`config.mk`:
```
export PLATFORM = sky130hd
export DESIGN_NAME = pwm_carrier_compare
export DESIGN_NICKNAME = d
export VERILOG_FILES = /design/src/rtl/pwm_carrier_compare_pkg.sv /design/src/rtl/pwm_carrier_compare_carrier_counter.sv /design/src/rtl/pwm_carrier_compare.sv
export SDC_FILE = /design/constraint.sdc
export NUM_CORES = 1
export LEC_CHECK = 0
export ABC_AREA = 1
export CORE_UTILIZATION = 41
export DETAILED_ROUTE_END_ITERATION = 16
export GPL_ROUTABILITY_DRIVEN = 0
export PLACE_DENSITY_LB_ADDON = 0.3
export SLEW_MARGIN = 20
export SYNTH_ARGS = -nofsm -noshare
export SYNTH_HDL_FRONTEND = slang
export SYNTH_SLANG_ARGS = --single-unit
```
`constraint.sdc`:
```
create_clock -name clk -period 10.2 [get_ports clk]
set_input_delay 1.53 -clock clk [delete_from_list [all_inputs] [get_ports clk]]
set_output_delay 1.53 -clock clk [all_outputs]
set_load 0.05 [all_outputs]
```
`src/rtl/pwm_carrier_compare_pkg.sv`:
```
// rtl/pwm_carrier_compare_pkg.sv - shared types and defaults for the PWM carrier/compare block
// Purpose: carrier mode, run enable and counter direction types, default counter width.
// Ports: none (package).
package pwm_carrier_compare_pkg;

   localparam int CARCOUNT_WIDTH = 16;

   typedef enum logic {CAR_SAW, CAR_TRI} _car_mode;
   typedef enum logic {PWM_OFF, PWM_ON} _pwm_onoff;
   typedef enum logic {DIR_UP, DIR_DOWN} _car_dir;

endpackage

```
`src/rtl/pwm_carrier_compare_carrier_counter.sv`:
```
// rtl/pwm_carrier_compare_carrier_counter.sv - sawtooth/triangle carrier counter with zero/peak flags
// Purpose: free-running carrier with an UP/DOWN direction state; exposes the next count so the
//          parent can register pwm against the same value that becomes the carrier output.
// Ports:
//   clk, reset     clock, asynchronous active-low reset
//   run            carrier enabled
//   period, mode   active period/mode used to compute the next count
//   period_next    period in force once the next count is shown (post-load)
//   count          registered carrier value
//   count_next     combinational next carrier value
//   zero_evt       registered: shown count is 0 while running
//   peak_evt       registered: shown count equals its period while running
module pwm_carrier_compare_carrier_counter
   import pwm_carrier_compare_pkg::*;
#(
   parameter int CNT_WIDTH = CARCOUNT_WIDTH
) (
   input  logic                 clk,
   input  logic                 reset,
   input  logic                 run,
   input  logic [CNT_WIDTH-1:0] period,
   input  _car_mode             mode,
   input  logic [CNT_WIDTH-1:0] period_next,
   output logic [CNT_WIDTH-1:0] count,
   output logic [CNT_WIDTH-1:0] count_next,
   output logic                 zero_evt,
   output logic                 peak_evt
);

   localparam logic [CNT_WIDTH-1:0] ONE = CNT_WIDTH'(1);

   _car_dir dir;
   _car_dir dir_next;
   logic    run_q;

   always_comb begin
      count_next = count;
      dir_next   = dir;
      // A stopped or just-started carrier holds at 0 so the first running cycle is a zero point;
      // a count above the period (period shrunk while stopped) also restarts from 0.
      if (!run || !run_q || (count > period)) begin
         count_next = '0;
         dir_next   = DIR_UP;
      end else if (mode == CAR_SAW) begin
         dir_next   = DIR_UP;
         count_next = (count == period) ? '0 : count + ONE;
      end else if (dir == DIR_UP) begin
         if (count != period) begin
            count_next = count + ONE;
         end else if (period <= ONE) begin
            count_next = '0;
            dir_next   = DIR_UP;
         end else begin
            count_next = count - ONE;
            dir_next   = DIR_DOWN;
         end
      end else begin
         if (count <= ONE) begin
            count_next = '0;
            dir_next   = DIR_UP;
         end else begin
            count_next = count - ONE;
            dir_next   = DIR_DOWN;
         end
      end
   end

   always_ff @(posedge clk or negedge reset) begin
      if (!reset) begin
         dir      <= DIR_UP;
         run_q    <= 1'b0;
         count    <= '0;
         zero_evt <= 1'b0;
         peak_evt <= 1'b0;
      end else begin
         dir      <= dir_next;
         run_q    <= run;
         count    <= count_next;
         zero_evt <= run && (count_next == '0);
         peak_evt <= run && (count_next == period_next);
      end
   end

endmodule

```
`src/rtl/pwm_carrier_compare.sv`:
```
// rtl/pwm_carrier_compare.sv - carrier generator and duty comparator feeding dead_time
// Purpose: double-buffered period/compare/mode, shadow-to-active transfer at carrier zero,
//          registered comparator pwm = carrier < compare.
// Ports:
//   clk, reset                       clock, asynchronous active-low reset
//   cfg_period/compare/mode, cfg_wr  shadow write interface
//   pwm_onoff                        run enable
//   pwm, carrier                     comparator output and carrier value
//   zero_evt, peak_evt               carrier at 0 / at period (running only)
//   load_pending, load_done          shadow not yet transferred / transfer pulse
module pwm_carrier_compare
   import pwm_carrier_compare_pkg::*;
#(
   parameter int CNT_WIDTH = CARCOUNT_WIDTH
) (
   input  logic                 clk,
   input  logic                 reset,
   input  logic [CNT_WIDTH-1:0] cfg_period,
   input  logic [CNT_WIDTH-1:0] cfg_compare,
   input  _car_mode             cfg_mode,
   input  logic                 cfg_wr,
   input  _pwm_onoff            pwm_onoff,
   output logic                 pwm,
   output logic [CNT_WIDTH-1:0] carrier,
   output logic                 zero_evt,
   output logic                 peak_evt,
   output logic                 load_pending,
   output logic                 load_done
);

   logic [CNT_WIDTH-1:0] shadow_period, shadow_compare;
   logic [CNT_WIDTH-1:0] active_period, active_compare;
   logic [CNT_WIDTH-1:0] period_next, compare_next, count_next;
   _car_mode             shadow_mode, active_mode;
   logic                 run;
   logic                 transfer;

   assign run = (pwm_onoff == PWM_ON);

   // Transfer on the edge that makes the carrier 0, so a whole period (starting at its zero)
   // runs on one consistent set of values. While stopped the next count is always 0.
   assign transfer     = load_pending && (count_next == '0);
   assign period_next  = transfer ? shadow_period  : active_period;
   assign compare_next = transfer ? shadow_compare : active_compare;

   pwm_carrier_compare_carrier_counter #(.CNT_WIDTH(CNT_WIDTH)) u_counter (
      .clk         (clk),
      .reset       (reset),
      .run         (run),
      .period      (active_period),
      .mode        (active_mode),
      .period_next (period_next),
      .count       (carrier),
      .count_next  (count_next),
      .zero_evt    (zero_evt),
      .peak_evt    (peak_evt)
   );

   always_ff @(posedge clk or negedge reset) begin
      if (!reset) begin
         shadow_period  <= '0;
         shadow_compare <= '0;
         shadow_mode    <= CAR_SAW;
         active_period  <= '0;
         active_compare <= '0;
         active_mode    <= CAR_SAW;
         load_pending   <= 1'b0;
         load_done      <= 1'b0;
         pwm            <= 1'b0;
      end else begin
         if (cfg_wr) begin
            shadow_period  <= cfg_period;
            shadow_compare <= cfg_compare;
            shadow_mode    <= cfg_mode;
         end
         if (transfer) begin
            active_period  <= shadow_period;
            active_compare <= shadow_compare;
            active_mode    <= shadow_mode;
         end
         // A write in the transfer cycle lands after the old shadow moved, so it stays pending.
         load_pending <= cfg_wr || (load_pending && !transfer);
         load_done    <= transfer;
         pwm          <= run && (count_next < compare_next);
      end
   end

endmodule
```
# After elaboration in Yosys (flattened, before gate mapping)
# Cells that the tools add are included.
# word_totals
regBits,89
inputBits,37
output_inout_bits,21
elab_cells,50
# op_classes
n_addsub,2
n_lt_le_gt_ge,4
eq_ne,3
mux,15
n_reduce_logical,12
# ops
operator,count
2-to-1 mux 16 bit,9
== test 16 bit,2
"<= comparator 16 x 1 -> 1 bit, second input constant",2
"adder 16 x 1 -> 16 bit, second input constant",1
greater-than comparator 16 bit,1
zero test 16 bit,1
less-than comparator 16 bit,1
!= test 16 bit,1
"subtractor 16 x 1 -> 16 bit, second input constant",1
2-to-1 mux 1 bit,6
logical AND 1 bit,5
zero test 1 bit,3
logical OR 1 bit,3

# Logic depth before layout (Yosys ltp)
# logic_depth
ltp_word,11
mapped_depth,30
mapped_depth_nobuf,29

# By module
# Synthesis repeated with hierarchy kept, for this count alone.
# unflattened
hier_cells,771
hier_area_um2,5784.3
# modules_own_cells
module,instances,cells_each,area_each_um2,seq_area_each_um2
pwm_carrier_compare,1,306,2985.4,1726.7
pwm_carrier_compare_carrier_counter,1,465,2798.9,500.5

# Worst setup path before layout
# OpenSTA, ideal clock, no wires.
# synth_path
path_type,flip-flop to flip-flop
startpoint,reg u_counter.count[0]
endpoint,reg pwm
setup_time_ps,78
arrival_time_ps,3722
t_required_ps,10122
slack_ps,6401
path_stages_with_launch,27
n_path_buf,2
period_less_slack_ps,3799
path_cell_list,dfrtp_1 -> inv_1 -> ha_1 -> nand2_1 -> nor2_1 -> nand2_1 -> nor2_2 -> nand2_1 -> nand2_2 -> buf_2 -> nand3_1 -> nand2_1 -> o21ai_0 -> nand2_1 -> nor2_2 -> nand3_4 -> inv_2 -> clkbuf_1 -> nand2_1 -> o21ai_0 -> inv_1 -> ha_1 -> a21oi_1 -> nor2_1 -> a211oi_1 -> o221ai_1 -> a21oi_1
# synth_between
elab_chain_len,11
word_cells_on_any_way,19
cone_classes,2 x add/sub; 3 x order compare; 2 x eq/ne; 8 x mux; 4 x reduce/logical
# synth_lines
item,line,rtl
start: declaration,pwm_carrier_compare_carrier_counter.sv:24,"output logic [CNT_WIDTH-1:0] count,"
start signal: assignment,pwm_carrier_compare_carrier_counter.sv:78,count <= count_next;
subtractor 16 x 1 -> 16 bit,"pwm_carrier_compare_carrier_counter.sv:54, pwm_carrier_compare_carrier_counter.sv:62",
2-to-1 mux 16 bit,pwm_carrier_compare_carrier_counter.sv:50,end else if (period <= ONE) begin
2-to-1 mux 16 bit,pwm_carrier_compare_carrier_counter.sv:48,if (count != period) begin
2-to-1 mux 16 bit,pwm_carrier_compare_carrier_counter.sv:47,end else if (dir == DIR_UP) begin
2-to-1 mux 16 bit,pwm_carrier_compare_carrier_counter.sv:44,end else if (mode == CAR_SAW) begin
2-to-1 mux 16 bit *,pwm_carrier_compare_carrier_counter.sv:41,if (!run || !run_q || (count > period)) begin
zero test 16 bit *,pwm_carrier_compare.sv:42,assign transfer = load_pending && (count_next == '0);
logical AND 1 bit *,pwm_carrier_compare.sv:42,
named net transfer,pwm_carrier_compare.sv:36,logic transfer;
2-to-1 mux 16 bit *,n/a,
named net compare_next[9],pwm_carrier_compare.sv:33,"logic [CNT_WIDTH-1:0] period_next, compare_next, count_next;"
less-than comparator 16 bit *,pwm_carrier_compare.sv:84,pwm <= run && (count_next < compare_next);
logical AND 1 bit *,pwm_carrier_compare.sv:84,
end signal: assignment,pwm_carrier_compare.sv:84,
end: declaration,pwm_carrier_compare.sv:23,"output logic pwm,"
# Mark *: on every way through the listed nets, which the timed path passes. The rest lies on a longest branch.
# A chain may end at the register's enable or synchronous reset.

# Worst setup path in the final report
# layout_path
startpoint,in pwm_onoff
endpoint,reg pwm
# layout_between
elab_chain_len,9
# layout_lines
item,line,rtl
start: declaration,pwm_carrier_compare.sv:22,"input _pwm_onoff pwm_onoff,"
zero test 1 bit,pwm_carrier_compare_carrier_counter.sv:41,
logical OR 1 bit (2 in series),pwm_carrier_compare_carrier_counter.sv:41,
2-to-1 mux 16 bit,pwm_carrier_compare_carrier_counter.sv:41,
zero test 16 bit,pwm_carrier_compare.sv:42,
logical AND 1 bit,pwm_carrier_compare.sv:42,
2-to-1 mux 16 bit,n/a,
named net compare_next[9],pwm_carrier_compare.sv:33,
less-than comparator 16 bit,pwm_carrier_compare.sv:84,
logical AND 1 bit,pwm_carrier_compare.sv:84,
# The timed path passes the listed nets, and every way through them passes these cells.

==> results.sh <==
export IMPL_clock_latency_ns=0.34
export IMPL_crit_path_max_incr_delay_ns=0.55
export IMPL_wl_met1_um=6744
export IMPL_topRoutingLayerUsed="met4"
export IMPL_dpl_hpwl_um=10360
export IMPL_comb_power_share=0.189
export IMPL_cts_hold_buf=0
export IMPL_setup_viol=0
export IMPL_fmax_mhz=203.9
export IMPL_critPathMaxFanout=41
export IMPL_hold_slack_ns=0.5115
export IMPL_row_count=42
export IMPL_cts_setup_buffers=0
export IMPL_critPathCaptureType="register"
export IMPL_synthAdderAreaFrac=0.07591
export IMPL_ys_seq_area_frac=0.3974
export IMPL_overflow=0
export IMPL_startpoint_type="primary input"
export IMPL_synth_area_leaders="dfrtp_1 (40%), nand2_1 (15%), ha_1 (7.6%)"
export IMPL_dr_total_vias=4864
export IMPL_syn_inst=766
export IMPL_core_um2=13300
export IMPL_die_w_um=118.9
export IMPL_root_buffer="clkbuf_16"
export IMPL_leakagePower_nw=3.439
export IMPL_syn_area_um2=5604
export IMPL_yosysMostFrequentCell="nand2_1"
export IMPL_cts_tree="yes"
export IMPL_slew_headroom=0.4188
export IMPL_status="completed"
export IMPL_synthMuxAreaShare=0.008038
export IMPL_drt_vias_per_instance=4.884
export IMPL_peakVddDrop_v=0.0001120
export IMPL_grt_max_degree=68
export IMPL_p_per_area_nw_per_um2=138.2
export IMPL_synth_top_family_by_area="simple AND/OR/NAND/NOR gates"
export IMPL_syn_to_final_growth_pct=17.48
export IMPL_clk_pin_slew_ns=0.06
export IMPL_fp_dieH_um=118.9
export IMPL_fp_dieArea_um2=14140
export IMPL_h_tree_depth=3
export IMPL_crit_chain="clkdlybuf4s50_1, nand2_1, a21oi_2, nand3_1, nand3_1, nor2_4, nand3_4, inv_2, o21ai_0, inv_1, ha_1, a21oi_1, nor2_1, a211oi_1, o221ai_1, a21oi_1"
export IMPL_synth_edf_count=0
export IMPL_wl_um=13420
export IMPL_synth_compound_area_frac=0.1110
export IMPL_port_buffers=57
export IMPL_finalCriticalPeriod_ns=4.905
export IMPL_met3_length_um=597
export IMPL_fin_skew_ns=0.006290
export IMPL_maxCapViolCount=0
export IMPL_worst_slew_pin_slew_ns=0.8718
export IMPL_cts_made_buffers=9
export IMPL_firstDrtPassIters=5
export IMPL_internal_power_mw=0.6425
export IMPL_synth_nets=837
export IMPL_drv_slew=0
export IMPL_rsz0062_at_grt="false"
export IMPL_crit_arrival_ns=5.17
export IMPL_yosys_warnings=0
export IMPL_drc=0
export IMPL_cts_sinks=89
export IMPL_hold_viol=0
export IMPL_antenna_found_initial=0
export IMPL_yosys_area_top_type_share=0.3974
export IMPL_avgSynthCellArea_um2=7.316
export IMPL_p_seq_frac=0.449
export IMPL_synthSimpleGateAreaFrac=0.2914
export IMPL_cpMaxStageDelayCell="clkdlybuf4s50_1"
export IMPL_grt_pass1_vias=4646
export IMPL_drt_iter0_drc=378
export IMPL_ys_ff_latch=89
export IMPL_dr_wl_met2_um=5823
export IMPL_synthXorXnorAreaFrac=0.01875
export IMPL_async_reset_ff_frac=1.000
export IMPL_utilization=0.4952
export IMPL_ctsResizeCount=0
export IMPL_synth_distinct_cells=38
export IMPL_clk_path_buf_depth=2
export IMPL_tns_ns=0
export IMPL_fin_nets=886
export IMPL_grt_use_total=0.2061
export IMPL_initial_core_util=0.4215
export IMPL_ant_nets=0
export IMPL_switchingPower_mw=0.2672
export IMPL_wl_per_cell_um=13.48
export IMPL_ios=58
export IMPL_switching_share=0.2938
export IMPL_antennaDiodeCount=0
export IMPL_yosys_area_top_type="dfrtp_1"
export IMPL_critical_path_class="primary input to register"
export IMPL_worst_ep_required_time_ns=10.47
export IMPL_min_period_over_period=0.4809
export IMPL_min_path_type="register to register"
export IMPL_grt_pass1_wl_um=23030
export IMPL_ys_flop_type="dfrtp_1"
export IMPL_final_layout_size_suffix_gt1_frac=0.07805
export IMPL_synthTopCellsByCount="nand2_1 (224), inv_1 (111), dfrtp_1 (89)"
export IMPL_power_frac_clock=0.361
flip-flops by register name, indices dropped and copies added (netlist names), 16 cells and up:
register         flops
active_compare      16
active_period       16
shadow_compare      16
shadow_period       16
u_counter.count     16
critical path: cells and delay by family:
kind / cells / cell delay (ns)
fa+ha+maj: 1 / 0.29
buf+inv: 3 / 0.97
simple gates: 6 / 1.02
compound gates: 6 / 1.35
layout by cell type, fill, tap and decap left out, types with 3 or more instances in the layout:
cell type | Yosys | layout
o21ai_0 | 58 | 58
xor2_1 | 12 | 12
nand2_2 | 8 | 8
inv_1 | 111 | 111
nand4_1 | 9 | 9
nand2_1 | 224 | 224
a21oi_1 | 17 | 17
ha_1 | 34 | 34
mux2_2 | 4 | 4
clkdlybuf4s50_1 | 0 | 55
inv_2 | 4 | 4
nand3_1 | 40 | 40
o211ai_1 | 8 | 8
o21ai_2 | 9 | 9
nor2_1 | 70 | 70
nor2_2 | 13 | 13
clkbuf_16 | 0 | 9
nor3_1 | 7 | 7
a211oi_1 | 3 | 3
dfrtp_1 | 89 | 89
o21ai_1 | 9 | 9
cell type report:
type | count | area, um^2
fill | 1322 | 6711
sequential | 89 | 2227
tap | 176 | 220.2
inverter | 117 | 439.2
timing repair buffer | 58 | 570.5
clock buffer | 10 | 229.0
multi-input combinational | 540 | 2830
clock inverter | 6 | 67.56
routing by layer:
metal | up-vias | GRT usage
met1 | 2191 | 0.3028
li1 | 2530 | -
met2 | 123 | 0.3092
met3 | 20 | 0.03161
met4 | 0 | 0.06646
met5 | - | 0
power groups by stage:
stage                     clock [mW]  sequential [mW]  combinational [mW]
after floorplan                    0            0.412               0.118
after global placement             0            0.414               0.169
after detailed placement           0            0.415               0.172
after CTS                      0.336            0.409               0.174
after global routing           0.353            0.413               0.200
final                          0.329            0.409               0.172
cells by family after synthesis:
logic type | count (synthesis)
XOR/XNOR | 12
buffers and inverters | 137
AND/OR/NAND/NOR | 381
flip-flops | 89
AO/OA/AOI/OAI | 109
adder cells (fa/ha/maj) | 34
multiplexers | 4
stage by stage:
step                instance area (um^2)  setup WS (ns)  power (mW)  std cells
floorplan                           5604          6.401      0.5306        766
finish                              6584          5.295      0.9097        996
global route                        6584          4.911      0.9654        996
detailed placement                  6287          4.930      0.5868        980
CTS                                 6584          5.293      0.9180        996
global placement                    6287          5.130      0.5834        980
final timing paths:
kind / slack, ns / from / depth (start not counted) / to
max: 5.29 / pwm_onoff / 16 / pwm
min: 0.51 / shadow_compare[9] / 1 / shadow_compare[9]
min reg2reg: 0.51 / shadow_compare[9] / 1 / shadow_compare[9]
max in group asynchronous: 8.01 / reset / 2 / active_period[4]
max reg2reg: 5.46 / u_counter.count[7] / 24 / pwm
min in group asynchronous: 1.06 / reset / 1 / shadow_compare[12]
Note: power is estimated with default switching activity, not from simulation.
